### src/rtl/qab_response_checker_pkg.sv
// Shared definitions for the QAB response checker: FSM encoding, parameter
// defaults and a small decode helper.
package qab_response_checker_pkg;

  localparam int SETTLE_CYCLES_DEF = 4;
  localparam int ERR_W_DEF         = 4;

  typedef enum logic [2:0] {
    ST_IDLE   = 3'd0,
    ST_SETTLE = 3'd1,
    ST_JUDGE  = 3'd2,
    ST_HOLD   = 3'd3,
    ST_DONE   = 3'd4
  } state_e;

  // One-hot flag for a sampled {A,B,C} combination.
  function automatic logic [7:0] combo_onehot(input logic [2:0] combo);
    return 8'b1 << combo;
  endfunction

endpackage

### src/rtl/qab_response_checker_stable_timer.sv
// Counts consecutive cycles in which the sampled stimulus has not changed.
// stable is high once SETTLE_CYCLES stable cycles have been seen, and drops
// on the first cycle the value differs from the previous one.
module stable_timer
  import qab_response_checker_pkg::*;
#(
  parameter int SETTLE_CYCLES = SETTLE_CYCLES_DEF
) (
  input  logic       clk,
  input  logic       rst,
  input  logic       clear,
  input  logic [2:0] value,
  output logic       stable
);

  localparam logic [3:0] CNT_TC = 4'(SETTLE_CYCLES - 1);

  logic [2:0] prev_q;
  logic [3:0] cnt_q, cnt_d;
  logic       same;

  assign same   = (value == prev_q);
  assign stable = same && (cnt_q == CNT_TC);

  // Up-count on stable cycles, restart on any change; hold at terminal count.
  always_comb begin
    cnt_d = cnt_q;
    if (clear || !same) begin
      cnt_d = 4'd0;
    end else if (cnt_q != CNT_TC) begin
      cnt_d = cnt_q + 4'd1;
    end
  end

  // Previous-value register and counter state.
  always_ff @(posedge clk) begin
    if (rst) begin
      prev_q <= 3'd0;
      cnt_q  <= 4'd0;
    end else begin
      prev_q <= value;
      cnt_q  <= cnt_d;
    end
  end

endmodule

### config.mk
export PLATFORM = sky130hd
export DESIGN_NAME = stable_timer
export DESIGN_NICKNAME = d
export VERILOG_FILES = /design/src/rtl/qab_response_checker_pkg.sv /design/src/rtl/qab_response_checker_stable_timer.sv
export SDC_FILE = /design/constraint.sdc
export NUM_CORES = 1
export LEC_CHECK = 0
export CAP_MARGIN = 15
export CELL_PAD_IN_SITES_DETAIL_PLACEMENT = 0
export CELL_PAD_IN_SITES_GLOBAL_PLACEMENT = 1
export CORE_AREA = 2 2 39 41
export DETAILED_ROUTE_END_ITERATION = 8
export DIE_AREA = 0 0 41 43
export GPL_TIMING_DRIVEN = 0
export PLACE_DENSITY_LB_ADDON = 0.1
export RECOVER_POWER = 25
export SYNTH_ARGS = -nofsm -noshare
export SYNTH_HDL_FRONTEND = slang
export SYNTH_SLANG_ARGS = --single-unit
### constraint.sdc
create_clock -name clk -period 2.3 [get_ports clk]
set_clock_uncertainty 0.05 [all_clocks]
set_input_delay 0.575 -clock clk [delete_from_list [all_inputs] [get_ports clk]]
set_output_delay 0.575 -clock clk [all_outputs]
set_load 0.01 [all_outputs]
==> impl_metrics.yaml, run 1 <==
outcome:
  status: "complete, no violations"
drt:
  num_vias: 227
  via_per_inst: 4.05
  first_iter_violations: 0
  dr.pass1.iters: 1
  drc_errors: 0
  wire_per_inst_um: 8.34
  postRouteWirelength_um: 467
  ant_nets: 0
timing:
  setup_ws_ps: 180
  hold_slack_ps: 479
  hold_viol_final: 0
  rsz0062_at_grt: "false"
  relSlewSlack: 0.876
  fin_crit_ps: 2120
  finalSetupTns_ps: 0
  finalMaxSlewViolations: 0
  setup-violations-final: 0
  fin_crit_sh: 0.922
  max_freq_ghz: 0.472
  worst_pin_slew_ps: 186
placed_design:
  portBuffers: 6
  gp_congestion: 0.580
  hpwlAfterDp_um: 367
  dp_worst_setup_slack_ps: -306
floorplanning:
  rows: 14
  die_area_mm2: 0.00176
  start_util: 0.216
  core_area_mm2: 0.00138
  ios: 7
  die_h_um: 43
  die_w_um: 41
setup_path:
  critPathLaunchType: "flop"
  critPathRequiredTime_ps: 1670
  crit_type: "reg2out"
  r2r-start: "cnt_q[0]"
  cp.arrival_ps: 1500
  crit_path_max_fanout: 3
  setup.worst_path.end_class: "primary output"
  crit_start: "cnt_q[0]"
synthesis:
  ys_ff_latch: 7
  syn-cell-area_um2: 299
  seq_area_frac_synth: 0.469
  yosys-top-cells-area: "dfxtp_1, xnor2_1, nor2b_1"
  syn_area_per_cell_um2: 10.7
  netlist_instances: 28
  ys_types: 14
  synth.net_count: 35
  synthMuxAreaShare: 0.0335
  synthAdderAreaFrac: 0.0418
  yosys.area_share.simple: 0.293
  synth_top_family_by_area: "simple AND/OR/NAND/NOR gates"
  synth_xor_area_frac: 0.146
  yosys_warnings: 0
  synth_top_area_frac: 0.469
  yosysTopAreaCell: "dfxtp_1"
  synth_compound_area_frac: 0.0167
clock_network:
  root_buffer: "clkbuf_4"
  hold_buffers: 0
  cts_sinks: 7
  cts_tree: "yes"
  cts_buffer_depth: 2
  clk_pin_slew_ps: 50
  numCtsBuffers: 3
  htreeDepth: 1
  worst_skew_pair.late_latency_ps: 250
grt:
  grt_max_degree: 5
  track_usage: 0.0826
  antenna_found_initial: 0
  first_global_vias: 243
  grt_pass1_wl_um: 917
  grt_overflow: 0
finish:
  final_nets: 48
  n_fill_cell: 149
  n_antenna_cell: 0
  drive_gt1_frac: 0.250
  layout-area-overhead-vs-synth_pct: 47.3
power_and_ir_drop:
  power_leakage_nw: 0.189
  peakVddDrop_uv: 241
  p_total_mw: 0.257
  p_per_area_mw_per_mm2: 583
flow_run:
  cap_violations: 0
hold_path:
  hold_start: "cnt_q[1]"
  hp-class: "reg2reg"
## final timing paths
kind	slack [ps]	cells after the start	endpoint
worst max-delay path	180	4	stable
worst min-delay path	480	2	cnt_q[1]
worst max register to register	990	5	cnt_q[1]
worst min register to register	480	2	cnt_q[1]
## cells in the final DEF (no fill, tap or decap), drive strengths merged
cell	count
dfxtp	7
mux2i	1
clkdlybuf4s15	1
nor2b	3
and4	1
nand4	1
a21oi	1
dlygate4sd2	1
buf	2
xnor2	3
nor2	4
xor2	2
nand3	1
clkbuf	4
ha	1
nor3b	1
dlygate4sd3	1
dlymetal6s2s	2
nand3b	1
clkdlybuf4s50	1
nand2b	1
## per-stage QoR
step | area, um^2 | cells | utilization
finish | 440 | 56 | 0.318
global route | 440 | 56 | 0.318
CTS | 413 | 54 | 0.298
detailed placement | 379 | 50 | 0.274
global placement | 379 | 50 | 0.274
floorplan | 299 | 28 | -
## critical path, cell delays in order, from the launching register on
cell             delay [ps]
dfxtp_1                 370
ha_1                    200
nor3b_4                 230
and4_2                  240
clkdlybuf4s15_2         220
## kinds of logic after synthesis
kind of cell    Yosys count
compound gates            1
xor+xnor                  5
fa+ha+maj                 1
flops                     7
mux                       1
simple gates             13
## cell usage after synthesis
library cell,number
nand3b_1,1
nand2b_1,1
nor2_1,4
nand3_1,1
mux2i_1,1
a21oi_1,1
dfxtp_1,7
nor3b_4,1
ha_1,1
nor2b_1,3
xor2_1,2
and4_2,1
xnor2_1,3
nand4_1,1
## per-layer routing
metal / up-vias / global-route usage / share of wire
li1: 120 / - / -
met1: 100 / 0.104 / 0.45
met2: 7 / 0.100 / 0.49
met3: 0 / 0.0314 / 0.054
met4: 0 / 0.0800 / 0
met5: - / 0 / 0
## area by class of cell
| cell class | count | area, um^2 | share of cell area |
|---|---|---|---|
| flip-flops and latches | 7 | 140 | 0.318 |
| multi-input cells | 21 | 174 | 0.395 |
| repair buffers | 8 | 80.1 | 0.182 |
| well taps | 16 | 20.0 | 0.0455 |
| clock buffers | 4 | 26.3 | 0.0597 |
## flip-flops by register name, indices dropped and copies added, names as in the netlist
signal  flops
cnt_q       4
prev_q      3
## repair_timing
| item | in CTS | in global routing |
|---|---|---|
| setup endpoints to repair | 1 | 1 |
| gates resized for setup | 5 | 3 |
| pin swaps | 0 | 2 |
| buffers inserted | 0 | 2 |
## where the power goes
group / leakage [nW] / internal [mW] / switching (mW) / total (mW)
clock: 0.0150 / 0.0660 / 0.0426 / 0.109
sequential: 0.0572 / 0.125 / 0.00218 / 0.127
combinational: 0.116 / 0.0137 / 0.00746 / 0.0212
total: 0.189 / 0.205 / 0.0522 / 0.257
(Power assumes the default switching activity.)
==> inputs of run 2 (changes only) <==
--- a/config.mk
+++ b/config.mk
@@ -12,6 +12,7 @@
 export DETAILED_ROUTE_END_ITERATION = 8
 export DIE_AREA = 0 0 41 43
 export GPL_TIMING_DRIVEN = 0
+export HOLD_SLACK_MARGIN = 0.1
 export PLACE_DENSITY_LB_ADDON = 0.1
 export RECOVER_POWER = 25
 export SYNTH_ARGS = -nofsm -noshare
==> results of run 2 <==
Same layout as run 1: the final DEF is identical, and so are final timing and power.
